===== src/rtl/rvc_compressor_packer.sv =====
// Streaming RV32 code compactor: re-encodes a subset of base instructions to RVC and packs
// halfwords into 32-bit code words. Define RVC_COMPRESS_EN to enable compression/packing.
module rvc_compressor_packer (
    input  logic        clk,
    input  logic        reset_n,
    input  logic        in_valid,
    output logic        in_ready,
    input  logic [31:0] in_instr,
    input  logic        flush_req,
    output logic        flush_ack,
    output logic        out_valid,
    input  logic        out_ready,
    output logic [31:0] out_word,
    output logic [15:0] comp_count
);

    logic        out_valid_q, out_valid_d;
    logic [31:0] out_word_q, out_word_d;
    logic [15:0] res_q, res_d;
    logic        res_valid_q, res_valid_d;
    logic [15:0] comp_count_q, comp_count_d;
    logic        is_c16;
    logic [15:0] c16;

`ifdef RVC_COMPRESS_EN
    localparam logic [6:0] OpLoad  = 7'b0000011;
    localparam logic [6:0] OpImm   = 7'b0010011;
    localparam logic [6:0] OpStore = 7'b0100011;
    localparam logic [6:0] OpReg   = 7'b0110011;
    localparam logic [6:0] OpJalr  = 7'b1100111;

    logic [6:0]  opcode, funct7;
    logic [2:0]  funct3;
    logic [4:0]  rd, rs1, rs2;
    logic [11:0] imm_i, imm_s;
    logic        imm_i_small, rd_c, rs1_c, rs2_c;
    logic        off_i_c, off_i_sp, off_s_c, off_s_sp;

    assign opcode = in_instr[6:0];
    assign rd     = in_instr[11:7];
    assign funct3 = in_instr[14:12];
    assign rs1    = in_instr[19:15];
    assign rs2    = in_instr[24:20];
    assign funct7 = in_instr[31:25];
    assign imm_i  = in_instr[31:20];
    assign imm_s  = {in_instr[31:25], in_instr[11:7]};

    assign imm_i_small = (imm_i[11:5] == {7{imm_i[5]}});
    assign rd_c        = (rd[4:3] == 2'b01);
    assign rs1_c       = (rs1[4:3] == 2'b01);
    assign rs2_c       = (rs2[4:3] == 2'b01);
    // Word-aligned offsets reachable by the register-relative and sp-relative forms
    assign off_i_c     = (imm_i[11:7] == 5'd0) && (imm_i[1:0] == 2'b00);
    assign off_i_sp    = (imm_i[11:8] == 4'd0) && (imm_i[1:0] == 2'b00);
    assign off_s_c     = (imm_s[11:7] == 5'd0) && (imm_s[1:0] == 2'b00);
    assign off_s_sp    = (imm_s[11:8] == 4'd0) && (imm_s[1:0] == 2'b00);

    always_comb begin
        is_c16 = 1'b0;
        c16    = 16'h0000;
        case (opcode)
            OpImm: begin
                if (funct3 == 3'b000 && rd != 5'd0 && imm_i_small) begin
                    if (rs1 == 5'd0) begin
                        is_c16 = 1'b1;
                        c16    = {3'b010, imm_i[5], rd, imm_i[4:0], 2'b01};
                    end else if (rs1 == rd && imm_i != 12'd0) begin
                        is_c16 = 1'b1;
                        c16    = {3'b000, imm_i[5], rd, imm_i[4:0], 2'b01};
                    end
                end else if (funct3 == 3'b001 && funct7 == 7'd0 && rd != 5'd0 && rs1 == rd
                             && rs2 != 5'd0) begin
                    is_c16 = 1'b1;
                    c16    = {4'b0000, rd, rs2, 2'b10};
                end
            end
            OpReg: begin
                if (funct3 == 3'b000 && funct7 == 7'd0 && rd != 5'd0 && rs2 != 5'd0
                    && (rs1 == 5'd0 || rs1 == rd)) begin
                    is_c16 = 1'b1;
                    c16    = {3'b100, rs1 != 5'd0, rd, rs2, 2'b10};
                end else if (rs1 == rd && rd_c && rs2_c) begin
                    if (funct7 == 7'b0100000 && funct3 == 3'b000) begin
                        is_c16 = 1'b1;
                        c16    = {6'b100011, rd[2:0], 2'b00, rs2[2:0], 2'b01};
                    end else if (funct7 == 7'd0 && (funct3 == 3'b100 || funct3[2:1] == 2'b11)) begin
                        // xor/or/and (100/110/111) map to sub-op 01/10/11
                        is_c16 = 1'b1;
                        c16    = {6'b100011, rd[2:0], funct3[1], funct3[0] | ~funct3[1],
                                  rs2[2:0], 2'b01};
                    end
                end
            end
            OpJalr: begin
                if (funct3 == 3'b000 && rd == 5'd0 && imm_i == 12'd0 && rs1 != 5'd0) begin
                    is_c16 = 1'b1;
                    c16    = {4'b1000, rs1, 5'd0, 2'b10};
                end
            end
            OpLoad: begin
                if (funct3 == 3'b010 && rd_c && rs1_c && off_i_c) begin
                    is_c16 = 1'b1;
                    c16    = {3'b010, imm_i[5:3], rs1[2:0], imm_i[2], imm_i[6], rd[2:0], 2'b00};
                end else if (funct3 == 3'b010 && rs1 == 5'd2 && rd != 5'd0 && off_i_sp) begin
                    is_c16 = 1'b1;
                    c16    = {3'b010, imm_i[5], rd, imm_i[4:2], imm_i[7:6], 2'b10};
                end
            end
            OpStore: begin
                if (funct3 == 3'b010 && rs1_c && rs2_c && off_s_c) begin
                    is_c16 = 1'b1;
                    c16    = {3'b110, imm_s[5:3], rs1[2:0], imm_s[2], imm_s[6], rs2[2:0], 2'b00};
                end else if (funct3 == 3'b010 && rs1 == 5'd2 && off_s_sp) begin
                    is_c16 = 1'b1;
                    c16    = {3'b110, imm_s[5:2], imm_s[7:6], rs2, 2'b10};
                end
            end
            default: begin
                is_c16 = 1'b0;
            end
        endcase
    end
`else
    assign is_c16 = 1'b0;
    assign c16    = 16'h0000;
`endif

    assign in_ready   = !out_valid_q || out_ready;
    assign flush_ack  = flush_req && !res_valid_q && !out_valid_q;
    assign out_valid  = out_valid_q;
    assign out_word   = out_word_q;
    assign comp_count = comp_count_q;

    always_comb begin
        out_valid_d  = out_valid_q && !out_ready;
        out_word_d   = out_word_q;
        res_d        = res_q;
        res_valid_d  = res_valid_q;
        comp_count_d = comp_count_q;
        if (in_valid && in_ready) begin
            if (is_c16) begin
                if (comp_count_q != 16'hFFFF) begin
                    comp_count_d = comp_count_q + 16'd1;
                end
                if (res_valid_q) begin
                    out_valid_d = 1'b1;
                    out_word_d  = {c16, res_q};
                    res_valid_d = 1'b0;
                end else begin
                    res_d       = c16;
                    res_valid_d = 1'b1;
                end
            end else if (res_valid_q) begin
                // Misaligned 32-bit: low half completes this word, high half becomes residue
                out_valid_d = 1'b1;
                out_word_d  = {in_instr[15:0], res_q};
                res_d       = in_instr[31:16];
            end else begin
                out_valid_d = 1'b1;
                out_word_d  = in_instr;
            end
        end else if (flush_req && !in_valid && res_valid_q && in_ready) begin
            out_valid_d = 1'b1;
            out_word_d  = {16'h0001, res_q};
            res_valid_d = 1'b0;
        end
    end

    always_ff @(posedge clk) begin
        if (!reset_n) begin
            out_valid_q  <= 1'b0;
            out_word_q   <= 32'h0000_0000;
            res_q        <= 16'h0000;
            res_valid_q  <= 1'b0;
            comp_count_q <= 16'h0000;
        end else begin
            out_valid_q  <= out_valid_d;
            out_word_q   <= out_word_d;
            res_q        <= res_d;
            res_valid_q  <= res_valid_d;
            comp_count_q <= comp_count_d;
        end
    end

endmodule


===== config.mk =====
export PLATFORM = sky130hd
export DESIGN_NAME = rvc_compressor_packer
export DESIGN_NICKNAME = d
export VERILOG_FILES = /design/src/rtl/rvc_compressor_packer.sv
export SDC_FILE = /design/constraint.sdc
export NUM_CORES = 1
export LEC_CHECK = 0
export BUFFER_PORTS_ARGS = -buffer_cell sky130_fd_sc_hd__buf_2
export CORE_MARGIN = 2
export CORE_UTILIZATION = 39
export DETAILED_ROUTE_END_ITERATION = 8
export GPL_TIMING_DRIVEN = 0
export PLACE_DENSITY = 0.76
export REMOVE_ABC_BUFFERS = 1
export SYNTH_ARGS = -nofsm -noshare
export SYNTH_HDL_FRONTEND = slang
export SYNTH_SLANG_ARGS = --single-unit
export TNS_END_PERCENT = 10

===== constraint.sdc =====
create_clock -name clk -period 0.9 [get_ports clk]
set_input_delay 0.09 -clock clk [delete_from_list [all_inputs] [get_ports clk]]
set_output_delay 0.09 -clock clk [all_outputs]
set_load 0.005 [all_outputs]

# [Word-level counts from Yosys, hierarchy flattened]
# Cells that the tools add are included.
[totals] ff_bits=33 in_bits=37 word_cells=10
[classes] mux=2 reduce_logical=6
[ops] op="$mux W32" count=1
[ops] op="$logic_and A1 B1 Y1" count=3
[ops] op="$logic_not A1 Y1" count=2
[ops] op="$logic_or A1 B1 Y1" count=1
[ops] op="$mux W1" count=1

# [Depth between registers and ports, before layout]
[logic_depth] depth_word=4 mapped_depth=5 mapped_depth_nobuf=3

# [Worst setup path after synthesis]
# No wires, ideal clock.
[synth_path] kind="register to register" startpoint="register out_valid_q (netlist: out_valid)" endpoint="register out_word_q[0] (netlist: out_word[0])" setup_time_ns=0.118 arrival_ns=0.966 required_time_ns=0.782 slack_ns=-0.185 path_stages_with_launch=6 n_path_buf=2 period_less_slack_ns=1.085 path_cell_list="dfxtp_1 > nand2b_4 > and2_4 > buf_6 > buf_12 > mux2i_1"
[synth_between] elab_chain_cells=3
[synth_rtl] element="start: declaration" line_no="17" rtl="logic out_valid_q, out_valid_d;"
[synth_rtl] element="start signal: assignment" line_no="177" rtl="out_valid_q <= out_valid_d;"
[synth_rtl] element="$logic_not A1 Y1" line_no="128" rtl="assign in_ready = !out_valid_q || out_ready;"
[synth_rtl] element="$logic_or A1 B1 Y1" line_no="128"
[synth_rtl] element="named net in_ready" line_no="7" rtl="output logic in_ready,"
[synth_rtl] element="$logic_and A1 B1 Y1" line_no="140" rtl="if (in_valid && in_ready) begin"
[synth_rtl] element="end signal: assignment" line_no="178" rtl="out_word_q <= out_word_d;"
[synth_rtl] element="end: declaration" line_no="18" rtl="logic [31:0] out_word_q, out_word_d;"
# The timed path passes the listed nets, and every way through them passes these cells.
# A chain may end at the register's enable or synchronous reset.

# [Worst setup path after layout]
[layout_path] startpoint="register out_valid_q (netlist: out_valid)" endpoint="output port flush_ack"
[layout_between] elab_chain_cells=2
[layout_rtl] element="$logic_not A1 Y1" line_no="129" rtl="assign flush_ack = flush_req && !res_valid_q && !out_valid_q;"
[layout_rtl] element="$logic_and A1 B1 Y1" line_no="129"
[layout_rtl] element="end: declaration" line_no="10" rtl="output logic flush_ack,"
# No other way between the ends.

==> results.md <==
- Status: finished with violations
- Violated checks: setup timing
- Share of layout cells above drive strength 1: 38.4%
- Worst hold-check path type: in -> reg
- Fin crit share: 116%
- Number of synthesized register bits: 33
- Pleak: about 1.0 nW
- Syn avg cell area: 9.18 um2
- GRT overflow: 0
- Top post-synthesis cells by count: nand2_1, dfxtp_1, mux2i_1
- CP delay by family, top: flip-flops
- # diodes: 0
- Dpl hpwl: roughly 1800 um
- Synth async-reset ratio: 0%
- Worst path cell trace: and2b_2, buf_2
- Final Hold Vio Count: 0
- Finished Core Util: 52.7%
- Antenna-violating nets left: 0
- Total core area: 0.00366 mm2
- Antenna violations before repair: 0
- Starting Density: 40.6%
- Sequential Area: 662 um2
- Final Skew: 0.00429 ns
- RSZ-0062 raised after global routing: yes
- Skew-Pair Late Insertion Delay: 0.28 ns
- Starting DRT DRC Count: 35
- Setup ws final: -0.141 ns
- Largest area contributor in the netlist: dfxtp_1
- Die height: between 60 and 70 um
- Distinct cells, synth: 14
- Yosys warns: 0
- CTS Buf Count: 5
- Register area share after synthesis: 44.4%
- Slew Viols, Final: 0
- Slowest CP cell: dfxtp_2
- CTS tree: built
- Min Tclk post-route: 1.04 ns
- First-pass iteration count of the detailed router: 4
- Clk pin slew, worst setup/hold paths: about 0.060 ns
- Remaining DRCs: 0
- Clock root buffer: clkbuf_8
- Vias per cell: 4.21
- Max cap viols: 0
- Yosys top cell area share: 44.4%
- Setup violators final: 34
- CTS max path bufs: 2
- Sink Count: 33
- Vias post-DR: about 1.2k
- DP Area: 0.00174 mm2
- Ys flop type: dfxtp_1
- Routability Congestion: 0.636
- Per-cell routed wire length: 9.90 um
- Number of global-route vias before repair: 1,013
- Die width: between 60 and 70 um
- Max stage delay on crit path: 0.35 ns
- Design area: 0.00193 mm2
- Largest net degree at the start of global routing: 66
- Number of fill cells: 330
- Most common cell in the netlist: nand2_1
- WS Path Type: reg -> out
- Syn Inst Count: 162
- Crit-path max FO: 3
- Routed WL: approximately 2800 um
- H-tree depth: 2
- Row Count: 22
- Top Ports: a little under 90
- Die ar.: 0.00432 mm2
- First-pass GRT wire length: approximately 4500 um
- Critical path required time: between 0.8 and 0.9 ns
- GRT Util Overall: 14.0%
- Footprint of the multi-input gates: roughly 670 um2
- CP arrival: 0.95 ns
- WP buf/inv: 1
- Max IR drop VDD: 0.748 mV
- Slew headroom: 58.6%
- Final layout net count: 273
- Nature of the critical path endpoint: output port
- Number of flops mapped to enable cells by yosys: 0
- Cell Pwr Density: around 1700 mW/mm2
- Worst-margin pin slew: 0.622 ns
- Register-to-register setup slack: -0.10 ns
- I/O Buffers: 71
- Startpoint Class: register
- Area grow syn2layout: 29.8%
- Synthesized area: 0.00149 mm2
- Max Freq: 961 MHz
- Synth area leaders: dfxtp_1, mux2i_1, nand2_1, buf_4, buf_12
==> repair_timing <==
action,in CTS,in global routing
hold buffers,0,0
setup endpoints to repair,34,35
gates resized for setup,2,1
gates cloned,1,0
buffers inserted,3,4
pin swaps,1,0
==> area by class of cell <==
class | count | area share [%]
clock buffer | 7 | 4.99
clock inverter | 1 | 0.259
inverter | 1 | 0.194
multi-input combinational | 117 | 34.6
sequential | 33 | 34.3
tap | 48 | 3.11
timing repair buffer | 78 | 22.6
==> logic make-up after synthesis <==
group / after synthesis / synth area share [%]
buffers and inverters: 28 / 15.1
other: 1 / 0.252
AO/OA/AOI/OAI: 1 / 0.505
multiplexers: 32 / 21.5
flip-flops: 33 / 44.4
AND/OR/NAND/NOR: 67 / 18.3
==> layer usage <==
layer	up-vias	wire, um	part of all wire (%)	GRT usage (%)
met5	-	0	0	0
met4	0	44	1.6	6.25
met3	6	296	10	6.34
met2	62	1180	42	22.3
met1	507	1300	46	16.1
li1	625	-	-	-
==> tightest hold or removal path, cell delays in order <==
cell and delay, ns:
buf_2 0.09, nand2_1 0.04, mux2i_1 0.05
==> metrics by stage <==
step	power, mW	hold WS, ns	cells	setup slack, ns	TNS, ns
2_1_floorplan	1.84	0.229	150	-0.224	-7.15
3_3_place_gp	2.07	0.340	269	-0.329	-10.46
3_5_place_dp	2.08	0.347	269	-0.351	-10.97
4_1_cts	3.33	0.0374	281	-0.159	-3.96
5_1_grt	3.49	0.0420	285	-0.188	-3.91
6_report	3.29	0.0515	285	-0.141	-2.28
==> layout by cell type, fill, tap and decap left out <==
cell type / synthesis / final
buf_2: 2 / 70
nand2_1: 64 / 64
mux2i_1: 32 / 32
dfxtp_1: 33 / 32
conb_1: 1 / 16
clkbuf_8: 0 / 7
buf_4: 16 / 5
and2_4: 1 / 2
buf_12: 3 / 2
and2b_2: 1 / 1
nand2b_4: 1 / 1
inv_1: 1 / 1
a21boi_0: 1 / 1
clkinv_2: 0 / 1
clkbuf_4: 0 / 1
dfxtp_2: 0 / 1
==> report_power, final <==
part	internal, mW	leakage (nW)	switching (mW)	total [mW]
combinational	0.264	0.715	0.231	0.495
clock	0.690	0.0542	0.500	1.19
sequential	1.56	0.272	0.0457	1.61
total	2.51	1.04	0.776	3.29
==> sequential cells by signal, summed over array words and instances, names as in the netlist <==
| register | count |
|---|---|
| out_word | 32 |
| out_valid | 1 |
==> worst paths after layout <==
path                 from            to  depth (start not counted)
max             out_valid     flush_ack                          2
min          in_instr[21]  out_word[21]                          3
max reg2reg     out_valid   out_word[3]                          4
min reg2reg  out_word[31]  out_word[31]                          2
No activity file was read; power rests on OpenSTA's default activity.
